`src/rtl/boxhead_pkg.sv`:
```
// Shared types and screen geometry for the enemy movement/attack logic.
// Latency: n/a (types, constants and a helper function only).
// Backpressure: n/a.
package boxhead_pkg;

  typedef enum logic [2:0] {
    ST_DEAD,
    ST_SPAWN,
    ST_CHASE,
    ST_ATTACK,
    ST_COOLDOWN
  } enemy_state_t;

  // Encoding matches the sprite renderer: 0 down, 1 left, 2 up, 3 right.
  typedef enum logic [1:0] {
    DIR_DOWN,
    DIR_LEFT,
    DIR_UP,
    DIR_RIGHT
  } dir_t;

  localparam int ENEMY_SIZE = 26;
  localparam int SCREEN_W   = 320;
  localparam int SCREEN_H   = 240;

  function automatic logic [8:0] min9(input logic [8:0] a, input logic [8:0] b);
    return (a < b) ? a : b;
  endfunction

endpackage

```
`src/rtl/enemy_axis_step.sv`:
```
// One-axis chase step: moves cur toward target by min(step, |target-cur|), clamped to [0,max].
// Latency: purely combinational.
// Backpressure: none.
// Ports: cur/target/step/max (9b in); next (stepped position), abs_diff (|target-cur|),
//        positive (1 when target is above cur, i.e. the step goes in the + direction).
module enemy_axis_step
  import boxhead_pkg::*;
(
  input  logic [8:0] cur,
  input  logic [8:0] target,
  input  logic [8:0] step,
  input  logic [8:0] max,
  output logic [8:0] next,
  output logic [8:0] abs_diff,
  output logic       positive
);

  logic [8:0] mag;
  logic [9:0] raw;

  always_comb begin
    positive = (target > cur);
    abs_diff = positive ? (target - cur) : (cur - target);
    mag      = min9(step, abs_diff);
    // One extra bit so the + side cannot wrap before the clamp; the - side
    // saturates at zero instead of underflowing.
    if (positive) begin
      raw = {1'b0, cur} + {1'b0, mag};
    end else if (mag > cur) begin
      raw = 10'd0;
    end else begin
      raw = {1'b0, cur} - {1'b0, mag};
    end
    next = (raw > {1'b0, max}) ? max : raw[8:0];
  end

endmodule

```
`src/rtl/enemy_controller.sv`:
```
// Per-enemy FSM: chases the player on frame ticks, attacks when in range, then cools down.
// Latency: position/direction/attack change is visible 1 Clk after the tick (or Alive change).
// Backpressure: none; acts only on single-cycle frame ticks, Enemy_Alive=0 overrides everything.
// Ports: Clk, Reset (sync, active-high), game_frame_clk_rising_edge (tick), Player_X/Y (9b),
//        Enemy_Alive; outputs Enemy_X/Y (9b, registered), Enemy_Direction (2b, registered),
//        Enemy_Attack_On (decoded from the state register).
module enemy_controller
  import boxhead_pkg::*;
#(
  parameter logic [8:0] SPAWN_X        = 9'd40,
  parameter logic [8:0] SPAWN_Y        = 9'd40,
  parameter logic [8:0] STEP           = 9'd2,
  parameter logic [8:0] ATTACK_RANGE   = 9'd20,
  parameter logic [5:0] COOLDOWN_TICKS = 6'd30,
  parameter logic [8:0] X_MAX          = 9'd294,
  parameter logic [8:0] Y_MAX          = 9'd214
) (
  input  logic       Clk,
  input  logic       Reset,
  input  logic       game_frame_clk_rising_edge,
  input  logic [8:0] Player_X,
  input  logic [8:0] Player_Y,
  input  logic       Enemy_Alive,
  output logic [8:0] Enemy_X,
  output logic [8:0] Enemy_Y,
  output logic [1:0] Enemy_Direction,
  output logic       Enemy_Attack_On
);

  enemy_state_t state, state_n;
  dir_t         dir_q, dir_n;
  logic [5:0]   cnt, cnt_n;
  logic [8:0]   x_n, y_n;

  logic [8:0] x_step, y_step, dx, dy;
  logic       x_pos, y_pos;
  logic       in_range;

  enemy_axis_step u_step_x (
    .cur      (Enemy_X),
    .target   (Player_X),
    .step     (STEP),
    .max      (X_MAX),
    .next     (x_step),
    .abs_diff (dx),
    .positive (x_pos)
  );

  enemy_axis_step u_step_y (
    .cur      (Enemy_Y),
    .target   (Player_Y),
    .step     (STEP),
    .max      (Y_MAX),
    .next     (y_step),
    .abs_diff (dy),
    .positive (y_pos)
  );

  assign in_range        = (dx <= ATTACK_RANGE) && (dy <= ATTACK_RANGE);
  assign Enemy_Attack_On = (state == ST_ATTACK);
  assign Enemy_Direction = dir_q;

  always_ff @(posedge Clk) begin
    if (Reset) begin
      state   <= ST_DEAD;
      Enemy_X <= SPAWN_X;
      Enemy_Y <= SPAWN_Y;
      dir_q   <= DIR_DOWN;
      cnt     <= 6'd0;
    end else begin
      state   <= state_n;
      Enemy_X <= x_n;
      Enemy_Y <= y_n;
      dir_q   <= dir_n;
      cnt     <= cnt_n;
    end
  end

  always_comb begin
    state_n = state;
    x_n     = Enemy_X;
    y_n     = Enemy_Y;
    dir_n   = dir_q;
    cnt_n   = cnt;

    if (!Enemy_Alive) begin
      // Death wins over a coincident tick: no move, no attack transition.
      state_n = ST_DEAD;
      cnt_n   = 6'd0;
    end else begin
      unique case (state)
        ST_DEAD: begin
          state_n = ST_SPAWN;
        end
        ST_SPAWN: begin
          x_n     = SPAWN_X;
          y_n     = SPAWN_Y;
          dir_n   = DIR_DOWN;
          state_n = ST_CHASE;
        end
        ST_CHASE: begin
          if (game_frame_clk_rising_edge) begin
            if (in_range) begin
              state_n = ST_ATTACK;
            end else if (dx >= dy) begin
              // Ties go to X.
              x_n   = x_step;
              dir_n = x_pos ? DIR_RIGHT : DIR_LEFT;
            end else begin
              y_n   = y_step;
              dir_n = y_pos ? DIR_DOWN : DIR_UP;
            end
          end
        end
        ST_ATTACK: begin
          // Attack_On is held across exactly one tick, so gamelogic sees one hit.
          if (game_frame_clk_rising_edge) begin
            state_n = ST_COOLDOWN;
            cnt_n   = COOLDOWN_TICKS;
          end
        end
        ST_COOLDOWN: begin
          if (game_frame_clk_rising_edge) begin
            if (cnt == 6'd0) begin
              state_n = ST_CHASE;
            end else begin
              cnt_n = cnt - 6'd1;
            end
          end
        end
        default: begin
          state_n = ST_DEAD;
        end
      endcase
    end
  end

endmodule

```
`config.mk`:
```
export PLATFORM = sky130hd
export DESIGN_NAME = enemy_controller
export DESIGN_NICKNAME = d
export VERILOG_FILES = /design/src/rtl/boxhead_pkg.sv /design/src/rtl/enemy_axis_step.sv /design/src/rtl/enemy_controller.sv
export SDC_FILE = /design/constraint.sdc
export NUM_CORES = 1
export LEC_CHECK = 0
export BUFFER_PORTS_ARGS = -buffer_cell sky130_fd_sc_hd__buf_2
export CAP_MARGIN = 20
export CORE_ASPECT_RATIO = 1.1
export CORE_MARGIN = 3
export CORE_UTILIZATION = 62
export CTS_CLUSTER_DIAMETER = 120
export DETAILED_ROUTE_END_ITERATION = 10
export PLACE_DENSITY = 0.82
export SETUP_SLACK_MARGIN = 0.5
export SLEW_MARGIN = 20
export SYNTH_ARGS = -nofsm -noshare
export SYNTH_HDL_FRONTEND = slang
export SYNTH_SLANG_ARGS = --single-unit
```
`constraint.sdc`:
```
create_clock -name Clk -period 8.7 [get_ports Clk]
set_input_delay 0.87 -clock Clk [delete_from_list [all_inputs] [get_ports Clk]]
set_output_delay 0.87 -clock Clk [all_outputs]
set_load 0.1 [all_outputs]
```
==> results.cfg <==
[outcome]
outcome = complete, no violations

[clocking]
htree_levels = 2
clk_path_buf_depth = 2
cts_tree = done
clkLatencyLatePin_ps = 290
cts-buffers-inserted = 5
cts_root_buf = clkbuf_8
cts_resized = 0
cts_hold_buf = 0
cts_sinks = 29
clk_pin_slew_ps = 80
post_cts_buffers = 0

[yosys]
syn_area_um2 = 5100
syn_avg_cell_area_um2 = 7.91
ys.flop_type = dfxtp_1
syn_inst = 645
yosysSeqAreaShare_pct = 11.4
ys_types = 84
ys_ff_latch = 29
yosys_warnings = 0
synth_edf_count = 0
postSynth.asyncResetShare_pct = 0

[timing]
maxSlewHeadroom_pct = 44.7
fin_ws_ps = 1550
final_hold_viol_count = 0
slew_viol_final = 0
clock_skew_ps = 13.5
rsz0062_at_grt = false
holdWs_ps = 484
min_period_ps = 7150
setup_violations = 0
max_freq_ghz = 0.140
tns_ps = 0
period_share_pct = 82.2
tightestPinTransition_ps = 829

[cells_and_area]
nets = 815
instances_no_fill = 809
diodes = 0
area_growth_pct = 8.51
final.fill_count = 685
mostFrequentLayoutCell = ha_1
drive_gt1_share_pct = 12.6
layout_common_cells = 85 x ha_1, 63 x inv_1, 53 x a21oi_1, 42 x buf_2, 41 x nor2_1

[worst_setup_path]
endpoint_kind = flip-flop
startpoint_type = primary input
critPathMaxFanout = 24
cpMaxStageDelayCell = a21o_1
critPathArrivalTime_ps = 7300
max_stage_delay_ps = 690
worst_ep_required_time_ps = 8850
r2r_cells = 24
cp_cell_sequence = buf_2 -> inv_1 -> ha_1 -> nand4_1 -> nor3_1 -> a21o_1 -> mux2_1 -> mux2i_1 -> nand4_1 -> nor2_1 -> inv_1 -> nor2_1 -> ha_1 -> inv_1 -> fa_1 -> a211oi_1 -> nor2_1 -> a211o_1 -> a21o_1 -> a311o_1 -> a22oi_1 -> o21bai_1 -> a311o_1 -> o2bb2ai_1
crit_type = in -> reg

[detailed_routing]
viasPerCell = 6.27
drc_errors = 0
drt-pass1-iter-count = 5
top_layer_used = met4
wl_met3_um = 648
ant_nets = 0
vias = 5073
wl_per_cell_um = 16.3
met2WireLength_um = 6670
drt_wl_total_um = 13200
drt_iter0_drc = 241
wl_met1_um = 5270

[floorplan]
chipHeight_um = 101
die_area_um2 = 9360
start_util_pct = 64.1
num_io_pins = 43
die_x_um = 92.5
coreArea_um2 = 7960
rows = 34

[grt]
antenna_found_initial = 0
grt_usage_pct = 27.9
grt-ovfl-total = 0
grt_pass1_vias = 4911
grt_pass1_wl_um = 21800
grt_max_degree = 25

[power_and_ir_drop]
peakVddDrop_mv = 0.0678
powerDensity_nw_per_um2 = 88.2
p_leak_nw = 2.57

[placed_design]
gp_congestion = 0.930
portBuffers = 42
dp_cells = 801
dp_slack_ps = 1400
hpwl_um = 10700

[run]
cap_violations = 0

[min_path]
hold_path_depth = 2
hold_path.class = reg -> reg
==> cell type report <==
class | count | area [um2] | area share, %
Clock buffer | 6 | 82.6 | 1.49
Clock inverter | 2 | 37.5 | 0.678
Inverter | 63 | 236 | 4.27
Multi-Input combinational cell | 559 | 4250 | 76.8
Sequential cell | 29 | 581 | 10.5
Tap cell | 108 | 135 | 2.44
Timing Repair Buffer | 42 | 210 | 3.80
==> worst max-delay path, delay by kind of cell <==
kind | cells | cell delay (ps)
AOI/OAI and AO/OA | 9 | 2730
and+or+nand+nor | 6 | 1610
adders and majority gates | 3 | 1140
muxes | 2 | 600
buffers and inverters | 4 | 340
==> stage by stage <==
step	total power, mW	area (um2)	util [%]
detailed placement	0.335	5420	68.1
global route	0.515	5540	69.6
floorplan	0.297	5220	-
global placement	0.327	5420	68.1
finish	0.488	5540	69.6
CTS	0.485	5540	69.6
==> final timing paths <==
check	start	end	slack, ps
max reg2reg	Enemy_Y[1]$_SDFFE_PP0P_	Enemy_Y[2]$_SDFFE_PP0P_	1830
min	Enemy_Direction[0]$_SDFFE_PP0P_	Enemy_Direction[0]$_SDFFE_PP0P_	480
max	Player_Y[2]	Enemy_Y[2]$_SDFFE_PP0P_	1550
min reg2reg	Enemy_Direction[0]$_SDFFE_PP0P_	Enemy_Direction[0]$_SDFFE_PP0P_	480
==> flip-flops by register name, indices dropped and copies added, names as in the netlist <==
signal           cells
cnt                  6
Enemy_Direction      2
Enemy_X              9
state                3
Enemy_Y              9
==> power breakdown <==
part	internal [mW]	switching [mW]	leakage [nW]
logic	0.0821	0.121	2.28
clock network	0.0931	0.0576	0.0574
registers	0.133	0.00150	0.234
total	0.309	0.180	2.57
==> Yosys cell counts (all sizes together) (3+ instances only) <==
| cell type | number | area share [%] |
|---|---|---|
| o2bb2ai | 6 | 1.2 |
| nand4 | 8 | 0.98 |
| xor2 | 5 | 0.86 |
| nor3 | 23 | 2.3 |
| a21boi | 3 | 0.51 |
| a221oi | 5 | 1.1 |
| a2bb2oi | 3 | 0.52 |
| a31oi | 7 | 0.86 |
| or2 | 3 | 0.37 |
| a21oi | 61 | 6.7 |
| o22a | 5 | 0.86 |
| dfxtp | 29 | 11 |
| nand3b | 3 | 0.51 |
| o221ai | 3 | 0.52 |
| a221o | 3 | 0.59 |
| nand2b | 12 | 1.5 |
| or3 | 6 | 0.74 |
| mux2i | 16 | 3.1 |
| buf | 18 | 2.4 |
| inv | 63 | 4.6 |
| o211ai | 7 | 1.1 |
| o21ai | 27 | 2.6 |
| nor2b | 11 | 1.3 |
| clkbuf | 6 | 0.44 |
| o21bai | 6 | 0.88 |
| nand3 | 15 | 1.6 |
| mux2 | 12 | 2.7 |
| o22ai | 5 | 0.61 |
| xnor2 | 17 | 2.9 |
| nand2 | 33 | 2.5 |
| nor2 | 42 | 3.1 |
| and3 | 4 | 0.49 |
| o2111ai | 5 | 0.86 |
| o21a | 3 | 0.44 |
| a211oi | 10 | 1.5 |
| ha | 85 | 21 |
| a22oi | 5 | 0.74 |
| fa | 8 | 3.1 |
| o31a | 3 | 0.52 |
| a21o | 19 | 2.8 |
==> logic make-up after synthesis <==
group,Yosys count,share of synthesized area [%]
muxes,28,5.86
adders and majority gates,94,24.2
xor gates and xnor gates,22,3.78
and+or+nand+nor,172,17.7
buffers and inverters,87,7.45
other,2,0.147
DFF,29,11.4
AOI/OAI and AO/OA,211,29.5
==> routing by layer <==
layer  up-vias  GRT usage (%)
li1       2451              -
met1      2385           31.2
met2       182           52.3
met3        55           3.27
met4         0           13.9
met5         -              0
No activity file was read; power rests on OpenSTA's default activity.
